--- src/rtl/muldiv_if.sv ---
// Request/response bundle between the control unit / register file and muldiv_unit.
// The master side drives the request; the slave side is the multiply/divide unit.
interface muldiv_if #(
    parameter int XLEN = 32
);
    logic            start;
    logic [2:0]      op;
    logic [XLEN-1:0] a;
    logic [XLEN-1:0] b;
    logic [4:0]      rd_i;
    logic            hold;
    logic            busy;
    logic            done;
    logic [XLEN-1:0] result;
    logic [4:0]      rd_o;
    logic            wr_en;

    modport master (
        output start, op, a, b, rd_i, hold,
        input  busy, done, result, rd_o, wr_en
    );

    modport slave (
        input  start, op, a, b, rd_i, hold,
        output busy, done, result, rd_o, wr_en
    );
endinterface

--- src/rtl/muldiv_unit.sv ---
// Iterative RV32M multiply/divide unit: 32-step shift-add multiply, restoring divide.
// Optional build macro MULDIV_FAST_MUL_EN: multiplies use one combinational 33x33 multiply.
module muldiv_unit #(
    parameter int XLEN  = 32,
    parameter int CNT_W = 5
) (
    input logic     clk,
    input logic     rstn,
    muldiv_if.slave bus
);

    typedef enum logic [1:0] {IDLE, CALC, DONE} state_t;
    typedef enum logic [2:0] {
        OP_MUL, OP_MULH, OP_MULHSU, OP_MULHU, OP_DIV, OP_DIVU, OP_REM, OP_REMU
    } op_t;

    localparam logic [XLEN-1:0] INT_MIN = {1'b1, {(XLEN-1){1'b0}}};

    state_t          state_q, state_d;
    logic [CNT_W-1:0] cnt_q;
    op_t             op_q;
    logic [4:0]      rd_q;
    logic            neg_a_q, neg_b_q, special_q;
    logic [XLEN-1:0] mag_a_q, mag_b_q, hi_q, lo_q, spec_q, result_q;

    logic accept, last;
    assign accept = (state_q == IDLE) && bus.start && !bus.hold;
    assign last   = (state_q == CALC) && !bus.hold && (cnt_q == '1);

    // NOTE: sequential state uses non-blocking assignments so every flop samples pre-edge values.
    always_ff @(posedge clk or negedge rstn) begin
        if (!rstn) state_q <= IDLE;
        else       state_q <= state_d;
    end

    // NOTE: every always_comb output gets a default first, so no path can infer a latch.
    always_comb begin
        state_d = state_q;
        case (state_q)
            IDLE:    if (accept) state_d = CALC;
            CALC:    if (last)   state_d = DONE;
            DONE:    state_d = IDLE;
            default: state_d = IDLE;
        endcase
    end

    logic busy_c, done_c;
    always_comb begin
        busy_c = (state_q != IDLE);
        done_c = (state_q == DONE);
    end

    assign bus.busy   = busy_c;
    assign bus.done   = done_c;
    assign bus.wr_en  = done_c;
    assign bus.result = result_q;
    assign bus.rd_o   = rd_q;

    // Operand decode at acceptance: sign flags and magnitudes.
    op_t             op_in;
    logic            sign_a_op, sign_b_op, neg_a_in, neg_b_in, special_in;
    logic [XLEN-1:0] mag_a_in, mag_b_in, spec_in;

    assign op_in     = op_t'(bus.op);
    assign sign_a_op = op_in inside {OP_MULH, OP_MULHSU, OP_DIV, OP_REM};
    assign sign_b_op = op_in inside {OP_MULH, OP_DIV, OP_REM};
    assign neg_a_in  = sign_a_op && bus.a[XLEN-1];
    assign neg_b_in  = sign_b_op && bus.b[XLEN-1];
    assign mag_a_in  = neg_a_in ? -bus.a : bus.a;
    assign mag_b_in  = neg_b_in ? -bus.b : bus.b;

`ifdef MULDIV_FAST_MUL_EN
    // 33-bit signed operands, sign-extended to the 64-bit product width.
    logic signed [2*XLEN-1:0] fast_prod;
    assign fast_prod = $signed({{XLEN{sign_a_op && bus.a[XLEN-1]}}, bus.a}) *
                       $signed({{XLEN{sign_b_op && bus.b[XLEN-1]}}, bus.b});
`endif

    always_comb begin
        special_in = 1'b0;
        spec_in    = '0;
        if (bus.op[2]) begin
            if (bus.b == '0) begin
                special_in = 1'b1;
                spec_in    = bus.op[1] ? bus.a : '1;
            end else if (!bus.op[0] && bus.a == INT_MIN && bus.b == '1) begin
                special_in = 1'b1;
                spec_in    = bus.op[1] ? '0 : INT_MIN;
            end
        end
`ifdef MULDIV_FAST_MUL_EN
        else begin
            special_in = 1'b1;
            spec_in    = (op_in == OP_MUL) ? fast_prod[XLEN-1:0] : fast_prod[2*XLEN-1:XLEN];
        end
`endif
    end

    // One iteration step: hi/lo hold {product} for multiply, {remainder, dividend/quotient} for divide.
    logic [XLEN:0]   mul_sum, shifted;
    logic [XLEN-1:0] diff, hi_d, lo_d;
    logic            ge;

    assign mul_sum = {1'b0, hi_q} + (lo_q[0] ? {1'b0, mag_a_q} : '0);
    assign shifted = {hi_q, lo_q[XLEN-1]};
    assign ge      = shifted >= {1'b0, mag_b_q};
    assign diff    = shifted[XLEN-1:0] - mag_b_q;

    always_comb begin
        if (op_q[2]) begin
            hi_d = ge ? diff : shifted[XLEN-1:0];
            lo_d = {lo_q[XLEN-2:0], ge};
        end else begin
            hi_d = mul_sum[XLEN:1];
            lo_d = {mul_sum[0], lo_q[XLEN-1:1]};
        end
    end

    logic [2*XLEN-1:0] prod_s;
    logic [XLEN-1:0]   quo_s, rem_s, calc_res;

    assign prod_s = (neg_a_q ^ neg_b_q) ? -{hi_d, lo_d} : {hi_d, lo_d};
    assign quo_s  = (neg_a_q ^ neg_b_q) ? -lo_d : lo_d;
    assign rem_s  = neg_a_q ? -hi_d : hi_d;

    always_comb begin
        if (special_q)              calc_res = spec_q;
        else if (op_q[2])           calc_res = op_q[1] ? rem_s : quo_s;
        else if (op_q == OP_MUL)    calc_res = prod_s[XLEN-1:0];
        else                        calc_res = prod_s[2*XLEN-1:XLEN];
    end

    // Special cases preload the counter so the single CALC step lands on DONE.
    always_ff @(posedge clk or negedge rstn) begin
        if (!rstn) begin
            cnt_q     <= '0;
            op_q      <= OP_MUL;
            rd_q      <= '0;
            neg_a_q   <= 1'b0;
            neg_b_q   <= 1'b0;
            special_q <= 1'b0;
            mag_a_q   <= '0;
            mag_b_q   <= '0;
            hi_q      <= '0;
            lo_q      <= '0;
            spec_q    <= '0;
            result_q  <= '0;
        end else if (accept) begin
            cnt_q     <= special_in ? '1 : '0;
            op_q      <= op_in;
            rd_q      <= bus.rd_i;
            neg_a_q   <= neg_a_in;
            neg_b_q   <= neg_b_in;
            special_q <= special_in;
            mag_a_q   <= mag_a_in;
            mag_b_q   <= mag_b_in;
            hi_q      <= '0;
            lo_q      <= bus.op[2] ? mag_a_in : mag_b_in;
            spec_q    <= spec_in;
        end else if (state_q == CALC && !bus.hold) begin
            cnt_q <= cnt_q + CNT_W'(1);
            hi_q  <= hi_d;
            lo_q  <= lo_d;
            if (last) result_q <= calc_res;
        end
    end

endmodule

--- src/flat_wrapper.sv ---
// flat-port wrapper written by rule: the top's interface ports become plain ports
module muldiv_unit_flat 
#(
    parameter int XLEN  = 32,
    parameter int CNT_W = 5
)
  (clk, rstn, bus_start, bus_op, bus_a, bus_b, bus_rd_i, bus_hold, bus_busy, bus_done, bus_result, bus_rd_o, bus_wr_en);
  muldiv_if #(.XLEN(XLEN)) bus_i ();
  input logic clk;
  input logic rstn;
  input wire logic [$bits(bus_i.start)-1:0] bus_start;
  input wire logic [$bits(bus_i.op)-1:0] bus_op;
  input wire logic [$bits(bus_i.a)-1:0] bus_a;
  input wire logic [$bits(bus_i.b)-1:0] bus_b;
  input wire logic [$bits(bus_i.rd_i)-1:0] bus_rd_i;
  input wire logic [$bits(bus_i.hold)-1:0] bus_hold;
  output wire logic [$bits(bus_i.busy)-1:0] bus_busy;
  output wire logic [$bits(bus_i.done)-1:0] bus_done;
  output wire logic [$bits(bus_i.result)-1:0] bus_result;
  output wire logic [$bits(bus_i.rd_o)-1:0] bus_rd_o;
  output wire logic [$bits(bus_i.wr_en)-1:0] bus_wr_en;
  assign bus_i.start = bus_start;
  assign bus_i.op = bus_op;
  assign bus_i.a = bus_a;
  assign bus_i.b = bus_b;
  assign bus_i.rd_i = bus_rd_i;
  assign bus_i.hold = bus_hold;
  assign bus_busy = bus_i.busy;
  assign bus_done = bus_i.done;
  assign bus_result = bus_i.result;
  assign bus_rd_o = bus_i.rd_o;
  assign bus_wr_en = bus_i.wr_en;
  muldiv_unit #(.XLEN(XLEN), .CNT_W(CNT_W)) u_core (.clk(clk), .rstn(rstn), .bus(bus_i));
endmodule
--- config.mk ---
export PLATFORM = sky130hd
export DESIGN_NAME = muldiv_unit_flat
export DESIGN_NICKNAME = d
export VERILOG_FILES = /design/src/rtl/muldiv_if.sv /design/src/rtl/muldiv_unit.sv /design/src/flat_wrapper.sv
export SDC_FILE = /design/constraint.sdc
export NUM_CORES = 1
export LEC_CHECK = 0
export CORE_AREA = 2 2 218 220
export CTS_CLUSTER_DIAMETER = 60
export DETAILED_ROUTE_END_ITERATION = 8
export DIE_AREA = 0 0 220 222
export PLACE_DENSITY_LB_ADDON = 0.1
export SYNTH_ARGS = -nofsm -noshare
export SYNTH_HDL_FRONTEND = slang
export SYNTH_SLANG_ARGS = --single-unit
--- constraint.sdc ---
create_clock -name clk -period 4.7 [get_ports clk]
set_clock_uncertainty 0.2 [all_clocks]
set_input_delay 0.94 -clock clk [delete_from_list [all_inputs] [get_ports clk]]
set_output_delay 0.94 -clock clk [all_outputs]
set_load 0.02 [all_outputs]
==> impl_metrics.csv <==
group,metric,value,unit
outcome,status,"complete, no violations",
layout,layout.nets,2833,
timing,whs,0.213,ns
critical_path,criticalPathCategory,"reg -> reg",
layout,layout_commonest_cell,"nand2_1",
critical_path,critPathBufInv,6,
clocking,cts-htree-levels,2,
timing,rsz0062_at_grt,"yes",
floorplan,die_w,220,um
critical_path,cpPeakStageDelay,0.66,ns
synth,synthFlopType,"dfrtp_1",
detailed_routing,drc,0,
global_route,grt_use_total,35.4,%
clocking,cts_buffers,35,
detailed_routing,drtIter0Drc,2098,
clocking,cts-root-buf,"clkbuf_16",
synth,synth_fa_ha_area_share,5.06,%
timing,max_slew.worst_pin.slew,1.02,ns
synth,synth_mux_area_share,2.89,%
critical_path,timing.rr.end,"u_core.bus.result[5]$_DFFE_PN0P_",
global_route,grt_pass1_wl,126000,um
clocking,cts_tree,"done",
detailed_routing,wl_met3,6830,um
critical_path,rr_startpoint,"u_core.mag_b_q[8]$_DFFE_PN0P_",
placed_design,numPortBuffers,115,
timing,finalSetupViolCount,0,
clocking,clockBufferDepth,3,
timing,finalWorstSetupSlack,0.0576,ns
detailed_routing,wl_met1,38000,um
global_route,antenna_found_initial,2,
placed_design,place_congestion,0.962,
synth,synth-compound-area-share,26.7,%
clocking,insertion_delay,0.56,ns
synth,synth-async-reset-ratio,100,%
placed_design,pre_cts_ws,-0.226,ns
synth,syn-num-nets,2532,
clocking,cts.sinks,210,
critical_path,r2r_slack,0.06,ns
floorplan,rows,79,
critical_path,crit_top_cell,"buf_4",
synth,synth-seq-cells,210,
critical_path,critPathTopFamily,"compound AO/OA/AOI/OAI gates",
floorplan,initial_core_util,39.7,%
synth,synth-xor-area-share,8.64,%
timing,hold_violations,0,
timing,slew_headroom,31.6,%
detailed_routing,drt-total-wl,87500,um
synth,yosysWarnings,0,
critical_path,worstPathArrival,4.92,ns
timing,max_freq,215,MHz
global_route,grt_start_max_net_pins,100,
placed_design,dp_hpwl,69700,um
floorplan,core,46300,um^2
timing,period_share,98.8,%
synth,syn_area_per_cell,7.70,um^2
synth,synth_top_family_by_area,"compound AO/OA/AOI/OAI gates",
detailed_routing,vias_per_cell,6.02,
run,max-cap-violations,0,
detailed_routing,dr_wl_met2,38800,um
floorplan,die_area,48800,um^2
timing,final.min_clock_period,4.64,ns
critical_path,crit_path_end_kind,"register",
placed_design,dp_cells,3245,
layout,layout.cells.non_filler,3314,
layout,final_util,51.2,%
synth,synth_edf_count,0,
critical_path,timing.critical_path.required,4.98,ns
layout,drive_above_1_share,19.1,%
worst_hold_path,worstHoldPathType,"in -> async",
synth,seq_area_frac_synth,28.6,%
layout,syn_to_final_growth,29.1,%
critical_path,worst-path-max-fanout,15,
detailed_routing,maxUsedRoutingLayer,"met5",
critical_path,cp_cell_sequence,"inv_1 > ha_1 > buf_4 > nand2_1 > o21a_1 > o22ai_2 > o31a_2 > buf_8 > or4_1 > o311ai_1 > buf_4 > buf_4 > o31ai_1 > xnor2_1 > a21oi_1 > nor2_1 > a2111oi_0 > buf_4 > a21oi_1 > o21ai_1",
global_route,grt_pass1_vias,18800,
floorplan,io_pins,116,
synth,synth-simple-area-share,23.5,%
synth,syn_area,18400,um^2
detailed_routing,dr.pass1.iters,5,
detailed_routing,vias,19900,
detailed_routing,drtAntennaViolNets,0,
critical_path,ff2ff_path_depth,20,
synth,syn_inst,2383,
global_route,grt_overflow_total,0,
synth,synth_cell_types,103,
floorplan,die_h,222,um
layout,layout_common_cells,"nand2_1, buf_4, o21ai_0, dfrtp_1, nor2_1",
critical_path,startpoint_type,"register",
critical_path,cpMaxStageDelayCell,"a2111oi_0",
timing,finalMaxSlewViolations,0,
clocking,clkTransAtPathRegs,0.06,ns
detailed_routing,wl_per_cell,26.4,um
-- stage by stage --
stage | TNS [ns] | area (um^2)
global placement | -1.10 | 21900
floorplan | 0 | 18400
global route | -0.148 | 23700
detailed placement | -1.16 | 21900
finish | 0 | 23700
CTS | 0 | 23000
-- cell type report --
class	instances	area, um^2
Fill cell	4565	22600
Multi-Input combinational cell	1964	12900
Sequential cell	210	5260
Timing Repair Buffer	409	3430
Clock buffer	48	995
Tap cell	607	759
Inverter	64	244
Clock inverter	11	129
Antenna cell	1	2.50
-- state kept, by name, summed over array words and instances, names as in the netlist --
signal / count
u_core.lo_q: 32
u_core.bus.result: 32
u_core.hi_q: 32
u_core.mag_a_q: 32
u_core.neg_b_q: 1
u_core.spec_q: 32
u_core.state_q: 2
u_core.op_q: 3
u_core.neg_a_q: 1
u_core.cnt_q: 5
u_core.special_q: 1
u_core.mag_b_q: 32
u_core.bus.rd_o: 5
-- kinds of logic after synthesis --
group | Yosys count
AO/OA/AOI/OAI | 767
XOR/XNOR | 181
adder cells (fa/ha/maj) | 73
buffers and inverters | 209
flip-flops | 210
multiplexers | 52
AND/OR/NAND/NOR | 891
-- cell usage after synthesis, types with 49 or more instances --
library cell,number,area (um^2)
a21oi_1,189,946
ha_1,71,888
nor3_1,50,250
clkbuf_1,106,398
nor2b_1,49,307
nand2_1,354,1330
inv_1,62,233
o21ai_0,243,1220
xor2_1,81,709
nor2_1,185,694
xnor2_1,100,876
dfrtp_1,210,5260
-- worst max-delay path by stage --
| stage | from | to | slack, ns | depth (start not counted) |
|---|---|---|---|---|
| 2_1_floorplan | u_core.hi_q[0]$_DFFE_PN0P_ | u_core.bus.result[28]$_DFFE_PN0P_ | 0.09 | 20 |
| 3_3_place_gp | bus_b[8] | u_core.lo_q[30]$_DFFE_PN0P_ | -0.21 | 11 |
| 3_5_place_dp | bus_b[8] | u_core.lo_q[30]$_DFFE_PN0P_ | -0.23 | 11 |
| 4_1_cts | u_core.lo_q[0]$_DFFE_PN0P_ | u_core.bus.result[20]$_DFFE_PN0P_ | 0.007 | 18 |
| 5_1_grt | u_core.lo_q[0]$_DFFE_PN0P_ | u_core.bus.result[31]$_DFFE_PN0P_ | -0.04 | 20 |
| 6_report | u_core.mag_b_q[8]$_DFFE_PN0P_ | u_core.bus.result[5]$_DFFE_PN0P_ | 0.06 | 20 |
-- layer usage --
layer | track usage [%] | vias up
met1 | 48.6 | 9694
met5 | 0 | -
met3 | 7.02 | 158
met4 | 13.2 | 2
li1 | - | 9227
met2 | 54.6 | 866
-- worst reg2reg max path: cells and delay by family, from the launching register on --
family                   cells  cell delay (ns)
adder cells (fa/ha/maj)      1             0.30
AO/OA/AOI/OAI                9             1.90
XOR/XNOR                     1             0.15
buffers and inverters        6             1.03
flip-flops                   1             0.35
AND/OR/NAND/NOR              3             0.64
-- repair_timing --
action | in CTS | in global routing
setup endpoints to repair | 13 | 26
pin swaps | 0 | 29
gates resized for setup | 8 | 123
hold buffers | 0 | 0
buffers inserted | 0 | 9
Power is not shown: default switching activity piles up to over one toggle a cycle in this logic, so the estimate is an artifact.
